$ cat src/rtl/fp_wb_arbiter.sv
// fp_wb_arbiter: writeback arbiter for the FP execution units (MAC, div/sqrt, convert).
// Each cycle it picks one pending unit result round-robin, acks it, and registers it
// into a single-entry output stage. That stage feeds the FP register-file write port
// and the ID-retire logic.
//
// Ports:
//   clk        clock
//   rst        synchronous active-low reset
//   unit_done  per-unit result valid, held until acked
//   unit_rd    per-unit result, unit i at [i*DATA_W +: DATA_W]
//   unit_id    per-unit instruction ID, unit i at [i*ID_W +: ID_W]
//   unit_ack   one-hot (or zero) consume strobe
//   out_valid  registered writeback valid
//   out_data   registered result
//   out_id     registered instruction ID
//   out_ready  downstream accepts out_* this cycle
//
// Optional build macro FP_WB_PERF_CNT_EN adds two outputs:
//   grant_cnt  per-unit 32-bit grant counters
//   stall_cnt  cycles with a pending result but a blocked output stage
module fp_wb_arbiter #(
   parameter int unsigned NUM_UNITS = 3,
   parameter int unsigned DATA_W    = 34,
   parameter int unsigned ID_W      = 3
) (
   input  logic                        clk,
   input  logic                        rst,
   input  logic [NUM_UNITS-1:0]        unit_done,
   input  logic [NUM_UNITS*DATA_W-1:0] unit_rd,
   input  logic [NUM_UNITS*ID_W-1:0]   unit_id,
   output logic [NUM_UNITS-1:0]        unit_ack,
   output logic                        out_valid,
   output logic [DATA_W-1:0]           out_data,
   output logic [ID_W-1:0]             out_id,
   input  logic                        out_ready
`ifdef FP_WB_PERF_CNT_EN
   ,
   output logic [NUM_UNITS*32-1:0]     grant_cnt,
   output logic [31:0]                 stall_cnt
`endif
);

   localparam int unsigned PtrW = (NUM_UNITS > 1) ? $clog2(NUM_UNITS) : 1;

   logic [PtrW-1:0]   rr_ptr_q;
   logic [PtrW-1:0]   grant_idx;
   logic [PtrW-1:0]   ptr_nxt;
   logic              grant_valid;
   logic              accept;
   logic              ack_en;
   logic [DATA_W-1:0] sel_rd;
   logic [ID_W-1:0]   sel_id;
   logic              out_valid_q;
   logic [DATA_W-1:0] out_data_q;
   logic [ID_W-1:0]   out_id_q;

   assign grant_valid = |unit_done;
   // The stage is free, or its current entry drains on this edge.
   assign accept      = !out_valid_q || out_ready;
   assign ack_en      = grant_valid && accept && rst;

   // Scan from rr_ptr upward, wrapping modulo NUM_UNITS. The first done unit wins.
   always_comb begin : grant_scan
      logic [PtrW:0]   sum;
      logic [PtrW-1:0] cand;
      logic            found;
      grant_idx = '0;
      found     = 1'b0;
      sum       = '0;
      cand      = '0;
      for (int unsigned k = 0; k < NUM_UNITS; k++) begin
         sum = {1'b0, rr_ptr_q} + (PtrW+1)'(k);
         if (sum >= (PtrW+1)'(NUM_UNITS)) begin
            sum = sum - (PtrW+1)'(NUM_UNITS);
         end
         cand = sum[PtrW-1:0];
         if (!found && unit_done[cand]) begin
            found     = 1'b1;
            grant_idx = cand;
         end
      end
   end

   // Select the winner's payload.
   always_comb begin
      sel_rd = '0;
      sel_id = '0;
      for (int unsigned k = 0; k < NUM_UNITS; k++) begin
         if (grant_idx == PtrW'(k)) begin
            sel_rd = unit_rd[k*DATA_W +: DATA_W];
            sel_id = unit_id[k*ID_W +: ID_W];
         end
      end
   end

   always_comb begin
      unit_ack = '0;
      if (ack_en) begin
         unit_ack[grant_idx] = 1'b1;
      end
   end

   always_comb begin
      if (NUM_UNITS == 1) begin
         ptr_nxt = '0;
      end else if (grant_idx == PtrW'(NUM_UNITS - 1)) begin
         ptr_nxt = '0;
      end else begin
         ptr_nxt = grant_idx + PtrW'(1);
      end
   end

   always_ff @(posedge clk) begin
      if (!rst) begin
         out_valid_q <= 1'b0;
         out_data_q  <= '0;
         out_id_q    <= '0;
         rr_ptr_q    <= '0;
      end else if (ack_en) begin
         // A new entry loads while any old one drains, so there is no bubble.
         out_valid_q <= 1'b1;
         out_data_q  <= sel_rd;
         out_id_q    <= sel_id;
         rr_ptr_q    <= ptr_nxt;
      end else if (accept) begin
         out_valid_q <= 1'b0;
      end
   end

   assign out_valid = out_valid_q;
   assign out_data  = out_data_q;
   assign out_id    = out_id_q;

`ifdef FP_WB_PERF_CNT_EN
   logic [31:0] grant_cnt_q [NUM_UNITS];
   logic [31:0] stall_cnt_q;

   always_ff @(posedge clk) begin
      if (!rst) begin
         for (int unsigned i = 0; i < NUM_UNITS; i++) begin
            grant_cnt_q[i] <= '0;
         end
         stall_cnt_q <= '0;
      end else begin
         for (int unsigned i = 0; i < NUM_UNITS; i++) begin
            if (unit_ack[i]) begin
               grant_cnt_q[i] <= grant_cnt_q[i] + 32'd1;
            end
         end
         if (grant_valid && !accept) begin
            stall_cnt_q <= stall_cnt_q + 32'd1;
         end
      end
   end

   always_comb begin
      grant_cnt = '0;
      for (int unsigned i = 0; i < NUM_UNITS; i++) begin
         grant_cnt[i*32 +: 32] = grant_cnt_q[i];
      end
   end

   assign stall_cnt = stall_cnt_q;
`endif

endmodule

$ cat config.mk
export PLATFORM = sky130hd
export DESIGN_NAME = fp_wb_arbiter
export DESIGN_NICKNAME = d
export VERILOG_FILES = /design/src/rtl/fp_wb_arbiter.sv
export SDC_FILE = /design/constraint.sdc
export NUM_CORES = 1
export LEC_CHECK = 0
export CAP_MARGIN = 10
export CORE_MARGIN = 2
export CORE_UTILIZATION = 37
export DETAILED_ROUTE_END_ITERATION = 6
export PLACE_DENSITY = 0.94
export RECOVER_POWER = 50
export SETUP_SLACK_MARGIN = 0.2
export SYNTH_ARGS = -nofsm -noshare
export SYNTH_HDL_FRONTEND = slang
export SYNTH_SLANG_ARGS = --single-unit
export TNS_END_PERCENT = 50
$ cat constraint.sdc
create_clock -name clk -period 5.43 [get_ports clk]
set_input_delay 1.086 -clock clk [delete_from_list [all_inputs] [get_ports clk]]
set_output_delay 1.086 -clock clk [all_outputs]
set_load 0.02 [all_outputs]
# After elaboration in Yosys (flattened, before gate mapping)
# Cells that the tools add are included.
# word_totals
mem_count	0
inputBits	117
ff_bits	40
latchBits	0
out_inout_bits	41
wordCells	58
rom_bits	0
ramBits	0
# classes
bitwise_logic	0
eq_ne	2
reduce_logical	12
add_sub_neg	6
muxes	26
multipliers	0
order_cmp	8
shift	0
div_mod_pow	0
# op_table
op	count
2-to-1 mux 34 bit	3
2-to-1 mux 2 bit	7
< comparator 2 x 3 -> 1 bit, second input constant	4
2-to-1 mux 3 bit	4
2-to-1 mux 1 bit	8
binary-select mux 1 bit (select 2 bit)	3
>= comparator 3 x 2 -> 1 bit, second input constant	2
subtractor 2 bit, second input constant	3
logical AND 1 bit	5
adder 2 x 1 -> 3 bit, second input constant	1
adder 2 x 2 -> 3 bit, second input constant	1
logical NOT 1 bit	3
OR reduction 3 bit	1
adder 2 x 1 -> 2 bit, second input constant	1
demux 1 bit (select 2 bit)	1
== test 2 x 1 -> 1 bit, second input constant	1
== test 2 bit, second input constant	1
>= comparator 2 x 1 -> 1 bit, second input constant	1
>= comparator 2 bit, second input constant	1
logical NOT 2 bit	1
nonzero test 2 bit	1
logical OR 1 bit	1

# Depth between registers and ports, before layout
# depth
depth_word	16
mapped_depth	11
ltp_nobuf	8

# Least setup slack after synthesis
# No wires, ideal clock.
# synth_path
path_type	input-to-output
from	input port unit_done[0]
to	output port unit_ack[2]
path_buffers	2
path_stages	7
arrival_ns	2.624
t_required_ns	4.344
path_slack_ns	1.720
path_cell_list	or3_1 > o31a_1 > a21boi_2 > mux2i_1 > buf_2 > buf_2 > and2_1
# synth_via
elab_chain_cells	14
elab_cells_between_ends	24
cone_classes	order compare: 2; mux: 14; reduce/logical: 8
# synth_lines
element	line_no	source
start: declaration	28	input logic [NUM_UNITS-1:0] unit_done,
binary-select mux 1 bit (select 2 bit)	77	if (!found && unit_done[cand]) begin
2-to-1 mux 1 bit (not written as such)	77	
2-to-1 mux 1 bit	77	
logical NOT 1 bit	77	
logical AND 1 bit	77	
2-to-1 mux 1 bit	77	
logical NOT 1 bit	77	
logical AND 1 bit	77	
2-to-1 mux 2 bit	77	
< comparator 2 x 3 -> 1 bit (not written as such) or >= comparator 2 x 1 -> 1 bit (tied branches)	99	unit_ack[grant_idx] = 1'b1;
logical AND 1 bit (not written as such)	99	
2-to-1 mux 1 bit (not written as such)	99	
demux 1 bit (select 2 bit)	99	
2-to-1 mux 3 bit *	98	if (ack_en) begin
end: declaration	31	output logic [NUM_UNITS-1:0] unit_ack,
# Mark *: on every way between the ends. The rest lies on a longest branch, timed or not. The select of a mux whose other input is x is not followed.

# Worst setup path in the final report
# layout_path
from	input port unit_done[2]
to	output port unit_ack[1]
# The elaborated chain is that of the path after synthesis.

==> impl_metrics.yaml <==
power:
  p_leak_nw: 1.50
  p_per_area_nw_per_um2: 276
  peakVddDrop_mv: 0.154
  seqPwrFrac_pct: 34.9
  p_sw_share_pct: 35.3
  power_frac_clock_pct: 18.9
  internal_power_mw: 0.698
  power.switching_mw: 0.380
  totalPowerFinal_mw: 1.08
  combPwrFrac_pct: 46.2
sta:
  max_freq_ghz: 0.214
  fin_worst_skew_ns: 0.00998
  period_minus_slack_ns: 4.67
  hold-worst-slack_ns: 0.464
  hold_viol: 0
  drv_slew: 0
  rsz0062_at_grt: "no"
  setup_tns_ns: 0
  finalCritPeriodShare_pct: 86.1
  setup-violations-final: 0
  tightestPinTransition_ns: 0.606
  relSlewSlack_pct: 59.4
  setup_ws_ns: 0.755
detailed_routing:
  drc_errors: 0
  ant_nets: 0
  dr.pass1.iters: 5
  routed_wl_mm: 7.33
  vias: 2471
  drt_iter0_drc: 181
  via_per_inst: 5.52
  post_drt_wl_per_cell_um: 16.4
hold_path:
  hold_class: "flop to flop"
  worstHoldPathCells: 2
worst_setup_path:
  crit_path_end_kind: "output port"
  crit_type: "input pin to output port"
  critPathMaxStageDelay_ns: 0.66
  crit_required_ns: 4.34
  slowest_stage: "dlygate4sd3_1"
  path_cells: "dlygate4sd3_1 > nor3_1 > a21oi_1 > nand2_1 > buf_4 > nor3_1 > buf_4 > clkdlybuf4s50_1"
  r2r_cells: 9
  path_max_fanout: 29
  worstPathArrival_ns: 3.59
  startpoint_type: "input pin"
flow_run:
  maxCapViolCount: 0
finish:
  drive_gt1_share_pct: 5.90
  area.growth.synth_to_final_pct: 76.6
  final_util_pct: 66.9
  diodes: 0
  final_cell_mix: "118 x clkdlybuf4s50_1, 40 x dfxtp_1, 39 x dlygate4sd3_1"
  layout_commonest_cell: "clkdlybuf4s50_1"
  nets: 493
floorplanning:
  die_y_um: 81.4
  coreArea_sq_um: 5850
  std_cell_rows: 28
  initial_core_util_pct: 37.9
  io_pins: 158
  die_area_sq_um: 6620
  die_w_um: 81.4
logic_synthesis:
  synth_top_family_by_area: "compound AO/OA/AOI/OAI gates"
  yosys-mux-area-fraction_pct: 17.6
  ys_ff_latch: 40
  syn_inst: 222
  postSynthAreaPerCell_sq_um: 9.98
  synth-seq-area-share_pct: 36.2
  synth_fa_ha_area_share_pct: 2.26
  synth_compound_area_share_pct: 31.4
  synthDistinctLibCells: 32
  synth-xor-area-share_pct: 0
  syn-num-nets: 343
  synth-simple-area-share_pct: 4.97
  syn-cell-area_sq_um: 2210
  yosysWarnings: 0
global_routing:
  grt_pass1_wl_mm: 11.1
  grt_use_met2_pct: 39.2
  grt_pass1_vias: 2399
  grt_overflow: 0
  grt_max_degree: 37
  grtUsageMet1_pct: 23.5
  top_usage_layer: "met2"
  grtUsageMet3_pct: 7.78
  antenna_found_initial: 0
  grt_usage_pct: 21.7
clock_tree:
  holdBufCountCts: 0
  clockRootBuffer: "clkbuf_8"
  cts_resized: 0
  cts_sinks: 40
  insertion_delay_ns: 0.29
  h-tree-depth: 2
  numCtsBuffers: 5
  post_cts_buffers: 0
  clkTransAtPathRegs_ns: 0.08
  cts_buffer_depth: 2
  cts_tree: "built"
placed_design:
  hpwl_mm: 5.69
  io_buffers: 157
  dp_slack_ns: 0.872
  place_congestion: 0.773
outcome:
  status: "finished, final reports clean"
-- worst paths after layout --
check                             startpoint            to  slack, ns
worst max-delay path            unit_done[2]   unit_ack[1]       0.76
worst min-delay path            out_data[32]  out_data[32]       0.46
worst max register to register   rr_ptr_q[0]   out_data[6]       2.62
worst min register to register  out_data[32]  out_data[32]       0.46
-- cell type report --
| type | count | area (sq um) |
|---|---|---|
| multi-input combinational | 152 | 1260 |
| fill | 455 | 1940 |
| tap | 75 | 93.8 |
| timing repair buffer | 165 | 1630 |
| inverter | 8 | 30.0 |
| sequential | 40 | 801 |
| clock inverter | 1 | 7.51 |
| clock buffer | 7 | 86.3 |
-- power groups by stage --
stage / Combinational [mW] / Sequential (mW) / Clock, mW
6_report: 0.498 / 0.377 / 0.204
3_5_place_dp: 0.518 / 0.385 / 0
4_1_cts: 0.520 / 0.379 / 0.209
3_3_place_gp: 0.507 / 0.384 / 0
5_1_grt: 0.534 / 0.384 / 0.221
2_1_floorplan: 0.227 / 0.448 / 0
-- layer usage --
metal	routed length, um	part of all wire (%)	vias to the layer above
met3	821	11	6
met2	3780	52	132
met4	63	0.86	0
met5	0	0	-
li1	-	-	1180
met1	2670	36	1153
-- critical path, delay by kind of cell --
family,cells,cell delay (ns)
and+or+nand+nor,3,0.46
AOI/OAI and AO/OA,1,0.27
buffers and inverters,4,1.75
-- through the flow --
step / std cells / instance area (sq um)
floorplan: 222 / 2210
global placement: 440 / 3820
detailed placement: 440 / 3820
CTS: 448 / 3910
global route: 448 / 3910
finish: 448 / 3910
-- cell families after synthesis --
| kind of cell | Yosys count |
|---|---|
| compound gates | 90 |
| mux | 39 |
| buf+inv | 30 |
| simple gates | 19 |
| fa+ha+maj | 4 |
| flops | 40 |
-- flip-flops by register name (all words and copies together) (netlist names) --
register / flops
out_data: 34
out_id: 3
rr_ptr_q: 2
out_valid: 1
-- cells in the mapped netlist, drive strengths merged --
cell type  number  share of area, %
or3             1              0.28
nand2           6               1.0
a2bb2oi         1              0.40
o211a           1              0.45
a21boi          2              0.85
a2111oi         1              0.68
o21a            1              0.34
buf            10               4.2
mux2i          39                18
ha              4               2.3
clkbuf         12               2.0
a221oi          1              0.68
inv             8               1.4
a22oi          10               3.4
a32oi          27                11
o2111ai         1              0.40
o31ai          27               9.2
nand2b          1              0.28
nor3            2              0.45
and2            3              0.85
o32ai           1              0.40
nor2            3               1.2
o21ai          11               2.5
nor2b           3              0.85
o31a            1              0.40
dfxtp          40                36
a21oi           5               1.1
(Power assumes the default switching activity.)
